## config.mk

```make
export PLATFORM = sky130hd
export DESIGN_NAME = riscv_trace_buffer_flat
export DESIGN_NICKNAME = d
export VERILOG_FILES = /design/src/rtl/riscv_trace_buffer_if.sv /design/src/rtl/riscv_trace_buffer.sv /design/src/flat_wrapper.sv
export SDC_FILE = /design/constraint.sdc
export NUM_CORES = 1
export LEC_CHECK = 0
export ABC_CLOCK_PERIOD_IN_PS = 4400
export CORE_AREA = 2 2 323 325
export CTS_CLUSTER_SIZE = 14
export DETAILED_ROUTE_END_ITERATION = 6
export DIE_AREA = 0 0 325 327
export SKIP_CTS_REPAIR_TIMING = 1
export SYNTH_ARGS = -nofsm -noshare
export SYNTH_HDL_FRONTEND = slang
export SYNTH_SLANG_ARGS = --single-unit
```

## constraint.sdc

```tcl
create_clock -name clk -period 4.4 [get_ports clk]
set_input_delay 0.88 -clock clk [delete_from_list [all_inputs] [get_ports clk]]
set_output_delay 0.88 -clock clk [all_outputs]
set_load 0.01 [all_outputs]
```

## src/rtl/riscv_trace_buffer_if.sv

```systemverilog
// Retirement tap and readout handshake for the trace buffer.
// The buffer takes the slave side; the core tap / consumer takes the master side.
interface riscv_trace_buffer_if #(
   parameter int XLEN = 32
);
   logic                ret_valid;
   logic [XLEN-1:0]     pc;
   logic [XLEN-1:0]     instruction;
   logic                rd_valid;
   logic                rd_ready;
   logic [2*XLEN-1:0]   rd_data;

   modport master (
      output ret_valid, pc, instruction, rd_ready,
      input  rd_valid, rd_data
   );

   modport slave (
      input  ret_valid, pc, instruction, rd_ready,
      output rd_valid, rd_data
   );
endinterface

```

## src/rtl/riscv_trace_buffer.sv

```systemverilog
// Circular retirement trace capture: records {pc, instruction} until POST_TRIG
// entries past a PC-match trigger, then replays the window oldest-first.
//
// state | meaning
// IDLE  | no capture; waiting for arm
// ARMED | recording every retirement, watching for pc == trig_pc
// POST  | trigger seen; recording post_cnt more retirements
// DONE  | capture frozen; draining entries over rd_valid/rd_ready
module riscv_trace_buffer #(
   parameter int XLEN      = 32,
   parameter int DEPTH     = 16,
   parameter int POST_TRIG = 8
) (
   input  logic                     clk,
   input  logic                     rst_n,
   riscv_trace_buffer_if.slave      trc,
   input  logic                     arm,
   input  logic                     abort,
   input  logic [XLEN-1:0]          trig_pc,
   output logic [$clog2(DEPTH):0]   count,
   output logic                     busy,
   output logic                     done
);

   localparam int PW = $clog2(DEPTH);
   localparam int CW = PW + 1;

   typedef enum logic [1:0] {
      IDLE  = 2'd0,
      ARMED = 2'd1,
      POST  = 2'd2,
      DONE  = 2'd3
   } state_t;

   state_t             state_q, state_nxt;
   logic [PW-1:0]      wr_ptr_q, wr_ptr_nxt;
   logic [PW-1:0]      rd_ptr_q, rd_ptr_nxt;
   logic [CW-1:0]      count_q, count_nxt;
   logic [PW-1:0]      post_cnt_q, post_cnt_nxt;
   logic               wr_en;
   logic               rd_valid_int;
   logic [2*XLEN-1:0]  mem [DEPTH];

   always_ff @(posedge clk or negedge rst_n) begin
      if (!rst_n) begin
         state_q    <= IDLE;
         wr_ptr_q   <= '0;
         rd_ptr_q   <= '0;
         count_q    <= '0;
         post_cnt_q <= '0;
      end else begin
         state_q    <= state_nxt;
         wr_ptr_q   <= wr_ptr_nxt;
         rd_ptr_q   <= rd_ptr_nxt;
         count_q    <= count_nxt;
         post_cnt_q <= post_cnt_nxt;
      end
   end

   // Storage carries no reset; count bounds what is ever read out.
   always_ff @(posedge clk) begin
      if (wr_en)
         mem[wr_ptr_q] <= {trc.pc, trc.instruction};
   end

   always_comb begin
      state_nxt    = state_q;
      wr_ptr_nxt   = wr_ptr_q;
      rd_ptr_nxt   = rd_ptr_q;
      count_nxt    = count_q;
      post_cnt_nxt = post_cnt_q;
      wr_en        = 1'b0;

      if (abort) begin
         state_nxt    = IDLE;
         wr_ptr_nxt   = '0;
         rd_ptr_nxt   = '0;
         count_nxt    = '0;
         post_cnt_nxt = '0;
      end else begin
         case (state_q)
            IDLE: begin
               if (arm) begin
                  state_nxt    = ARMED;
                  wr_ptr_nxt   = '0;
                  rd_ptr_nxt   = '0;
                  count_nxt    = '0;
                  post_cnt_nxt = '0;
               end
            end

            ARMED: begin
               if (trc.ret_valid) begin
                  wr_en      = 1'b1;
                  wr_ptr_nxt = wr_ptr_q + 1'b1;
                  if (count_q != CW'(DEPTH))
                     count_nxt = count_q + 1'b1;
                  if (trc.pc == trig_pc) begin
                     if (POST_TRIG == 0) begin
                        state_nxt = DONE;
                     end else begin
                        state_nxt    = POST;
                        post_cnt_nxt = PW'(POST_TRIG);
                     end
                  end
               end
            end

            POST: begin
               if (trc.ret_valid) begin
                  wr_en        = 1'b1;
                  wr_ptr_nxt   = wr_ptr_q + 1'b1;
                  post_cnt_nxt = post_cnt_q - 1'b1;
                  if (count_q != CW'(DEPTH))
                     count_nxt = count_q + 1'b1;
                  if (post_cnt_q == PW'(1))
                     state_nxt = DONE;
               end
            end

            DONE: begin
               if (rd_valid_int && trc.rd_ready) begin
                  rd_ptr_nxt = rd_ptr_q + 1'b1;
                  count_nxt  = count_q - 1'b1;
                  if (count_q == CW'(1))
                     state_nxt = IDLE;
               end
            end

            default: state_nxt = IDLE;
         endcase

         // Point the reader at the oldest entry as the capture freezes.
         if (state_q != DONE && state_nxt == DONE)
            rd_ptr_nxt = wr_ptr_nxt - count_nxt[PW-1:0];
      end
   end

   assign rd_valid_int = (state_q == DONE) && (count_q != '0);
   assign trc.rd_valid = rd_valid_int;
   assign trc.rd_data  = rd_valid_int ? mem[rd_ptr_q] : '0;
   assign count        = count_q;
   assign busy         = (state_q == ARMED) || (state_q == POST);
   assign done         = (state_q == DONE);

endmodule

```

## src/flat_wrapper.sv

```systemverilog
// flat-port wrapper written by rule: the top's interface ports become plain ports
module riscv_trace_buffer_flat 
#(
   parameter int XLEN      = 32,
   parameter int DEPTH     = 16,
   parameter int POST_TRIG = 8
)
  (clk, rst_n, arm, abort, trig_pc, count, busy, done, trc_ret_valid, trc_pc, trc_instruction, trc_rd_ready, trc_rd_valid, trc_rd_data);
  riscv_trace_buffer_if #(.XLEN(XLEN)) trc_i ();
  input  logic clk;
  input  logic rst_n;
  input  logic arm;
  input  logic abort;
  input  logic [XLEN-1:0] trig_pc;
  output logic [$clog2(DEPTH):0] count;
  output logic busy;
  output logic done;
  input wire logic [$bits(trc_i.ret_valid)-1:0] trc_ret_valid;
  input wire logic [$bits(trc_i.pc)-1:0] trc_pc;
  input wire logic [$bits(trc_i.instruction)-1:0] trc_instruction;
  input wire logic [$bits(trc_i.rd_ready)-1:0] trc_rd_ready;
  output wire logic [$bits(trc_i.rd_valid)-1:0] trc_rd_valid;
  output wire logic [$bits(trc_i.rd_data)-1:0] trc_rd_data;
  assign trc_i.ret_valid = trc_ret_valid;
  assign trc_i.pc = trc_pc;
  assign trc_i.instruction = trc_instruction;
  assign trc_i.rd_ready = trc_rd_ready;
  assign trc_rd_valid = trc_i.rd_valid;
  assign trc_rd_data = trc_i.rd_data;
  riscv_trace_buffer #(.XLEN(XLEN), .DEPTH(DEPTH), .POST_TRIG(POST_TRIG)) u_core (.clk(clk), .rst_n(rst_n), .trc(trc_i), .arm(arm), .abort(abort), .trig_pc(trig_pc), .count(count), .busy(busy), .done(done));
endmodule
```

# ---- Word-level counts from Yosys, hierarchy flattened
# Memory sizes are Yosys's and may differ from the RTL's.
# Index checks and enable logic that the tools add are counted.
dict set report classes {
  n_addsub 6
  n_eq_ne 18
  mux 38
  n_reduce_logical 12
}
# cell count
set op_table {}
lappend op_table {{two-way mux 64 bit} 1}
lappend op_table {{two-way mux 4 bit} 12}
lappend op_table {{== test 32 bit} 1}
lappend op_table {{two-way mux 5 bit} 6}
lappend op_table {{two-way mux 2 bit} 9}
lappend op_table {{one-hot mux 4 bit (2 select lines)} 2}
lappend op_table {{one-hot mux 5 bit (3 select lines)} 1}
lappend op_table {{one-hot mux 4 bit (3 select lines)} 1}
lappend op_table {{!= test 3 bit (second input constant)} 3}
lappend op_table {{adder 4 x 1 -> 4 bit (second input constant)} 2}
lappend op_table {{one-hot mux 2 bit (4 select lines)} 1}
lappend op_table {{nonzero test 4 bit} 2}
lappend op_table {{== test 2 bit (second input constant)} 3}
lappend op_table {{!= test 3 x 1 -> 1 bit (second input constant)} 2}
lappend op_table {{!= test 3 x 2 -> 1 bit (second input constant)} 2}
lappend op_table {{adder 5 x 1 -> 5 bit (second input constant)} 1}
lappend op_table {{== test 5 x 1 -> 1 bit (second input constant)} 1}
lappend op_table {{two-way mux 1 bit} 5}
lappend op_table {{!= test 5 bit (second input constant)} 1}
lappend op_table {{AND reduction 5 bit} 1}
lappend op_table {{nonzero test 5 bit} 1}
lappend op_table {{subtractor 5 x 1 -> 5 bit (second input constant)} 1}
lappend op_table {{== test 4 x 1 -> 1 bit (second input constant)} 1}
lappend op_table {{!= test 4 x 2 -> 1 bit (second input constant)} 1}
lappend op_table {{other kinds (11)} 13}
dict set report totals {
  reg_bits 19
  mem_bits_rw 1024
  input_bits 102
  output_inout_bits 72
  wordCells 81
  mem_count 1
}
# name depth word_bits rd rd_ports_with_merged_regs write_ports line
set mem_list {}
lappend mem_list {u_core.mem 16 64 1 0 1 riscv_trace_buffer.sv:42} ;# logic [2*XLEN-1:0] mem [DEPTH];

# ---- Depth between registers and ports, before layout
# Gate-level depths: netlist of run 1.
dict set report logic_depth {
  ltp_word 10
  mapped_depth 16
}

# ---- Least setup slack after synthesis of run 1
# No wires, ideal clock.
dict set report synth_timing {
  path_type {reg-to-reg}
  from {register u_core.state_q[1]}
  to {memory u_core.mem[0][0] (netlist bit), enable pin}
  arrival_time_ns 4.286
  t_required_ns 3.914
  slack_ns -0.373
  path_stages_with_launch 7
  path_buffers 1
  synth_period_minus_slack_ns 4.773
  cell_sequence {dfrtp_1 inv_1 ha_1 clkbuf_1 nand2_1 or3_1 nor2_1}
}
dict set report synth_via {
  elab_chain_cells 6
}
# element line
set synth_rtl {}
lappend synth_rtl {{start: declaration} riscv_trace_buffer.sv:35} ;# state_t state_q, state_nxt;
lappend synth_rtl {{start signal: assignment} riscv_trace_buffer.sv:52} ;# state_q <= state_nxt;
lappend synth_rtl {{== test 2 bit or == test 2 x 1 -> 1 bit (tied branches)} riscv_trace_buffer.sv:81} ;# case (state_q)
lappend synth_rtl {{OR reduction 2 bit (no source line) *} n/a}
lappend synth_rtl {{two-way mux 1 bit *} n/a}
lappend synth_rtl {{two-way mux 1 bit *} riscv_trace_buffer.sv:74} ;# if (abort) begin
lappend synth_rtl {{two-way mux 1 bit *} riscv_trace_buffer.sv:62} ;# if (wr_en)
lappend synth_rtl {{two-way mux 1 bit (not written as such) *} riscv_trace_buffer.sv:63} ;# mem[wr_ptr_q] <= {trc.pc, trc.instruction};
lappend synth_rtl {{end: declaration} riscv_trace_buffer.sv:42}
# Every way passes the cells marked *; elsewhere a longest branch is shown, timed or not.

# ---- Final worst setup path of run 1
dict set report layout_timing {
  from {register u_core.rd_ptr_q[0]}
  to {output trc_rd_data[0]}
}
dict set report layout_via {
  elab_chain_cells 2
}
# element line
set layout_rtl {}
lappend layout_rtl {{start: declaration} riscv_trace_buffer.sv:37} ;# logic [PW-1:0] rd_ptr_q, rd_ptr_nxt;
lappend layout_rtl {{start signal: assignment} riscv_trace_buffer.sv:54} ;# rd_ptr_q <= rd_ptr_nxt;
lappend layout_rtl {{memory read (16 x 64 bit)} n/a}
lappend layout_rtl {{two-way mux 64 bit} riscv_trace_buffer.sv:141} ;# assign trc.rd_data = rd_valid_int ? mem[rd_ptr_q] : '0;
lappend layout_rtl {{end: declaration} flat_wrapper.sv:23} ;# output wire logic [$bits(trc_i.rd_data)-1:0] trc_rd_data;
# No other way between the ends.

==> run_results.csv, run 1 <==
group,metric,value,unit
outcome,status,"complete, no violations",
setup_path,cp_slowest_cell,"mux4_2",
floorplanning,core_area,103000,sq um
sta,slew_violations,0,
cells_and_area,drive_gt1_share,28.4,%
setup_path,crit_path_end_kind,"output port",
yosys,seq_area_frac_synth,76.4,%
yosys,synth.avg_cell_area,23.1,sq um
placement,gp_congestion,0.785,
floorplanning,die_area,106000,sq um
sta,timing.final.crit_share,97.2,%
yosys,synth_area_leaders,"edfxtp_1 (75%), mux4_2 (18%), dfrtp_1 (1.2%), and2_1 (1.1%), xnor2_1 (0.69%)",
cells_and_area,regArea,31200,sq um
route,antenna_left,0,
global_route,grt_pass1_vias,20500,
power_and_ir_drop,power_density,506,nW/um^2
sta,layout_min_cycle_time,4280,ps
setup_path,max_stage_delay,570,ps
placement,io_buffer_count,173,
setup_path,crit_path_end,"trc_rd_data[0]",
floorplanning,num_rows,118,
yosys,synth_top_area_share,75.3,%
min_path,hold_start,"u_core.post_cnt_q[1]",
clock_tree,cts_sinks,1043,
sta,fin_skew,30.1,ps
clock_tree,htreeDepth,3,
power_and_ir_drop,ir_worst_vdd,280,uV
yosys,synth_largest_area_cell,"edfxtp_1",
clock_tree,cts_root_buffer,"clkbuf_16",
route,viasPerCell,5.46,
route,first_iter_violations,1736,
floorplanning,boundaryPins,174,
global_route,antenna_found_initial,5,
clock_tree,clk_pin_slew,60,ps
setup_path,crit_fanout,33,
yosys,async_reset_ff_share,1.82,%
setup_path,path_cells,"buf_12 -> buf_12 -> mux4_2 -> mux4_2 -> and2_1 -> clkdlybuf4s50_1",
floorplanning,die_w,325,um
setup_path,r2r_slack,730,ps
yosys,yosys_warnings,0,
clock_tree,clk_path_buf_depth,3,
setup_path,reg2reg_from,"u_core.count[1]",
yosys,synth_edf_count,1024,
cells_and_area,synthToLayoutAreaGrowth,19.5,%
clock_tree,numCtsBuffers,105,
route,wirelength,97100,um
global_route,grt-ovfl-total,0,
setup_path,reg2reg_depth,13,
yosys,syn_area,40900,sq um
placement,dp_cells,3345,
cells_and_area,stdcell_count,3543,
route,drc_errors,0,
setup_path,path_class,"register to output port",
power_and_ir_drop,finalPower,24.7,mW
min_path,whs_path_depth,2,
yosys,ys.flop_type,"edfxtp_1",
placement,place_hpwl,53400,um
sta,rsz0062_at_grt,"false",
cells_and_area,multi_input_area,9310,sq um
yosys,syn-num-nets,1892,
clock_tree,clock_latency,680,ps
route,drt_first_pass_iters,7,
clock_tree,cts_tree,"built",
route,vias,19300,
route,wl_per_cell,27.4,um
cells_and_area,n_fill_cell,8388,
power_and_ir_drop,leakagePower,15.0,nW
setup_path,cp.required,3520,ps
global_route,grtUsageTotal,18.4,%
sta,relSlewSlack,33.5,%
floorplanning,initial_utilization,39.7,%
sta,setup_viol,0,
setup_path,cp-startpoint,"u_core.rd_ptr_q[0]",
yosys,yosys.cell_types.count,49,
sta,max_freq,234,MHz
yosys,synthCells,1769,
global_route,grt_pass1_wl,142000,um
global_route,grt_start_max_net_pins,70,
setup_path,cp_data_arrival_time,3400,ps
sta,worstMarginPinSlew,991,ps
setup_path,startpoint_type,"register",
floorplanning,die_h,327,um
flow_run,drv_cap,0,
setup_path,r2r-end,"u_core.rd_ptr_q[3]",
sta,fin_hold_ws,516,ps
cells_and_area,fin_nets,2199,
min_path,hold_path.class,"register to register",
yosys,ys_seq_elements,1043,
sta,hold_violations,0,
-- worst max-delay path, delay by kind of cell (launching register included) --
family | cells | cell delay [ps]
DFF | 1 | 430
and+or+nand+nor | 1 | 240
muxes | 2 | 1050
buffers and inverters | 3 | 960
-- through the flow --
stage                     setup WS, ps  instance area (sq um)  TNS, ps  utilization (%)
after floorplan                   -373                  40900  -254280                -
after global placement            -178                  45500     -414             44.2
after detailed placement          -174                  45500     -374             44.2
after CTS                         -272                  48800    -8510             47.4
after global routing              2.26                  48800        0             47.5
final                              123                  48800        0             47.5
-- sequential cells by signal, indices dropped and copies added, names as in the netlist --
name / count
u_core.wr_ptr_q: 4
u_core.post_cnt_q: 4
u_core.mem: 1024
u_core.rd_ptr_q: 4
u_core.count: 5
u_core.state_q: 2
-- kinds of logic after synthesis --
logic type                 count (synthesis)  share of synthesized area, %
buffers and inverters                    110                          1.08
muxes                                    322                          17.7
adders and majority gates                 21                         0.661
xor gates and xnor gates                  37                         0.793
DFF                                     1043                          76.4
AOI/OAI and AO/OA                         58                         0.910
and+or+nand+nor                          178                          2.43
-- cell type report --
class,instances,share of cell area [%]
Tap cell,1380,3.54
Timing Repair Buffer,289,6.64
Sequential cell,1043,64.0
Clock inverter,66,0.986
Multi-Input combinational cell,616,19.1
Clock buffer,127,5.64
Inverter,21,0.161
Antenna cell,1,0.00512
-- power by group --
group	internal [mW]	leakage, nW	total, mW	switching (mW)
Sequential	11.1	9.46	11.2	0.121
Combinational	2.80	3.98	5.16	2.36
Clock	4.69	1.57	8.36	3.67
-- worst min path at each step --
stage,endpoint,slack (ps)
after floorplan,u_core.post_cnt_q[1],470
after global placement,u_core.post_cnt_q[1],480
after detailed placement,u_core.post_cnt_q[1],510
after CTS,u_core.post_cnt_q[1],520
after global routing,u_core.post_cnt_q[1],560
final,u_core.post_cnt_q[1],520
-- cells in the final DEF (no fill, tap or decap), drive strengths merged, types with 3 or more instances in the layout --
cell and n:
clkbuf 127, o21ai 13, clkdlybuf4s50 173, xor2 5
nand4 10, nor3 11, a21o 3, a21oi 14
mux4 320, and2 69, o31ai 3, nor2 37
edfxtp 1024, and3 4, clkinv 56, clkinvlp 6
nor4 4, a31oi 9, ha 20, or3 4
xnor2 32, a211oi 4, nand2 20, or4 4
nand3 8, bufinv 4, dfrtp 19, buf 116
inv 21
-- routing by layer --
metal	wire length [um]	GRT usage (%)
met5	0	0
met4	2260	4.74
met2	49700	31.5
met3	5090	3.11
met1	40100	24.5
-- synthesized netlist by cell type, types with 2 or more instances --
cell and count:
a21o_1 3, a22oi_1 2, and3_1 2, and2_1 69
xnor2_1 32, inv_1 21, a31oi_1 8, edfxtp_1 1024
xor2_1 5, mux4_2 320, nor3_1 11, or3_1 4
o31ai_1 3, a21oi_1 14, nand2_1 20, clkbuf_1 56
nand4_1 10, o2bb2ai_1 2, buf_1 9, ha_1 20
buf_2 24, a211oi_1 4, and3_2 2, o21ai_0 13
nand3b_1 2, nor4_1 3, dfrtp_1 19, nor2_1 37
or4_1 4, nand3_1 7
No activity file was read; power rests on OpenSTA's default activity.
==> run 2, diff against run 1 <==
--- a/config.mk
+++ b/config.mk
@@ -5,11 +5,12 @@
 export SDC_FILE = /design/constraint.sdc
 export NUM_CORES = 1
 export LEC_CHECK = 0
-export ABC_CLOCK_PERIOD_IN_PS = 4400
+export ABC_CLOCK_PERIOD_IN_PS = 3660
 export CORE_AREA = 2 2 323 325
 export CTS_CLUSTER_SIZE = 14
 export DETAILED_ROUTE_END_ITERATION = 6
 export DIE_AREA = 0 0 325 327
+export GPL_TIMING_DRIVEN = 1
 export SKIP_CTS_REPAIR_TIMING = 1
 export SYNTH_ARGS = -nofsm -noshare
 export SYNTH_HDL_FRONTEND = slang
==> constraint.sdc (replaced) <==
create_clock -name clk -period 3.66 [get_ports clk]
set_input_delay 0.732 -clock clk [delete_from_list [all_inputs] [get_ports clk]]
set_output_delay 0.732 -clock clk [all_outputs]
set_load 0.01 [all_outputs]
==> run_results.csv, run 2 (synthesized netlist as in run 1, its figures left out) <==
group,metric,value,unit
outcome,status,"finished with violations",
outcome,violations,"negative setup slack",
clock_tree,cts_root_buffer,"clkbuf_16",
sta,fin_skew,31.0,ps
global_route,antenna_found_initial,2,
cells_and_area,mostFrequentLayoutCells,"edfxtp_1 (1,024), mux4_2 (320), clkbuf_16 (129), buf_4 (118), clkdlybuf4s50_1 (109)",
route,antenna_left,0,
clock_tree,htreeDepth,3,
floorplanning,num_rows,118,
route,viasPerCell,5.43,
setup_path,crit_fanout,6,
route,wl_per_cell,27.7,um
power_and_ir_drop,leakagePower,16.3,nW
placement,place_hpwl,55700,um
sta,worstMarginPinSlew,989,ps
route,vias,20000,
floorplanning,die_area,106000,sq um
setup_path,r2r_slack,120,ps
min_path,whs_path_depth,2,
sta,fin_ws,-236,ps
cells_and_area,regMostFlops,"u_core.mem",
floorplanning,core_area,103000,sq um
cells_and_area,n_fill_cell,8227,
cells_and_area,fin_nets,2335,
route,drc_errors,0,
setup_path,cp.required,2930,ps
cells_and_area,synthToLayoutAreaGrowth,24.5,%
clock_tree,clk_path_buf_depth,3,
floorplanning,die_w,325,um
global_route,grt_pass1_wl,142000,um
route,wirelength,102000,um
global_route,grt_start_max_net_pins,69,
sta,hold_violations,0,
sta,max_freq,257,MHz
setup_path,path_class,"register to output port",
setup_path,reg2reg_from,"u_core.count[1]",
route,drt_first_pass_iters,5,
sta,layout_min_cycle_time,3900,ps
power_and_ir_drop,ir_worst_vdd,373,uV
cells_and_area,largest_reg_flops,1024,
sta,timing.final.crit_share,106,%
clock_tree,clock_latency,690,ps
setup_path,r2r-end,"u_core.rd_ptr_q[3]",
clock_tree,clk_pin_slew,60,ps
flow_run,drv_cap,0,
min_path,hold_path.class,"register to register",
cells_and_area,drive_gt1_share,37.8,%
route,first_iter_violations,1820,
global_route,grt_pass1_vias,20700,
clock_tree,numCtsBuffers,106,
sta,rsz0062_at_grt,"true",
floorplanning,initial_utilization,39.7,%
clock_tree,cts_tree,"built",
setup_path,reg2reg_depth,13,
cells_and_area,final_cell_area,50900,sq um
power_and_ir_drop,power_density,623,nW/um^2
sta,slew_violations,0,
global_route,grt-ovfl-total,0,
setup_path,cp_data_arrival_time,3160,ps
placement,gp_congestion,0.766,
cells_and_area,antennaDiodeCount,0,
min_path,hold_start,"u_core.post_cnt_q[1]",
sta,relSlewSlack,33.8,%
placement,detailed_place.area,45900,sq um
floorplanning,die_h,327,um
placement,io_buffer_count,173,
sta,setup_viol,63,
clock_tree,cts_sinks,1043,
cells_and_area,final_util,49.4,%
cells_and_area,final_common_cell,"edfxtp_1",
setup_path,startpoint_type,"register",
floorplanning,boundaryPins,174,
setup_path,crit_path_end_kind,"output port",
global_route,grtUsageTotal,18.4,%
min_path,min_to,"u_core.post_cnt_q[1]",
## run 2: changes by cell type in the layout (fill, tap and decap cells not counted), moves of 22 or more
cell	delta
and2_1	-57
buf_6	+74
buf_4	+54
clkdlybuf4s50_1	-64
clkbuf_16	+22
and2_4	+56
## run 2: per-stage QoR
step	hold WS, ps	power [mW]	setup slack, ps	instances	TNS, ps
after floorplan	436	18.0	-942	1769	-305890
after global placement	485	20.1	-193	3375	-667
after detailed placement	509	20.2	-154	3375	-466
after CTS	520	30.3	-562	3568	-28330
after global routing	540	32.8	-302	3677	-11870
final	537	31.7	-236	3677	-7240
## run 2: report_power, final
group	internal, mW	switching [mW]	total, mW	leakage [nW]
Clock	5.78	4.43	10.2	1.60
Combinational	4.62	3.38	8.01	5.21
Sequential	13.3	0.144	13.5	9.46
## run 2: layout make-up
type | instances | area (sq um) | area share (%)
clock buffers | 133 | 2820 | 5.53
clock inverters | 60 | 439 | 0.863
inverters | 21 | 78.8 | 0.155
multi-input cells | 616 | 9450 | 18.6
flip-flops and latches | 1043 | 31200 | 61.4
well taps | 1380 | 1730 | 3.39
repair buffers | 424 | 5130 | 10.1
## run 2: critical path, stage by stage (launching register included)
cell and delay [ps]:
dfrtp_4 580, buf_12 190, buf_16 140, clkbuf_16 140, buf_8 130, buf_6 110, mux4_2 400, mux4_2 480
and2_4 190, buf_6 110
## run 2: worst max-delay path by stage
stage,start,end,slack [ps],cells past startpoint
6_report,u_core.rd_ptr_q[0],trc_rd_data[13],-240,9
3_3_place_gp,trc_pc[1],u_core.rd_ptr_q[3],-190,10
4_1_cts,u_core.rd_ptr_q[0],trc_rd_data[8],-560,6
3_5_place_dp,trc_pc[1],u_core.rd_ptr_q[3],-150,10
5_1_grt,u_core.rd_ptr_q[0],trc_rd_data[13],-300,9
2_1_floorplan,u_core.state_q[1],u_core.mem[10][0],-940,7
## run 2: routing by layer
layer	share of wire [%]	wire, um	up-vias	global-route usage, %
li1	-	-	8388	-
met4	2.2	2220	2	5.07
met3	4.9	5030	142	2.97
met2	51	51400	569	31.1
met5	0.0069	7	-	0
met1	42	43100	10900	25.0
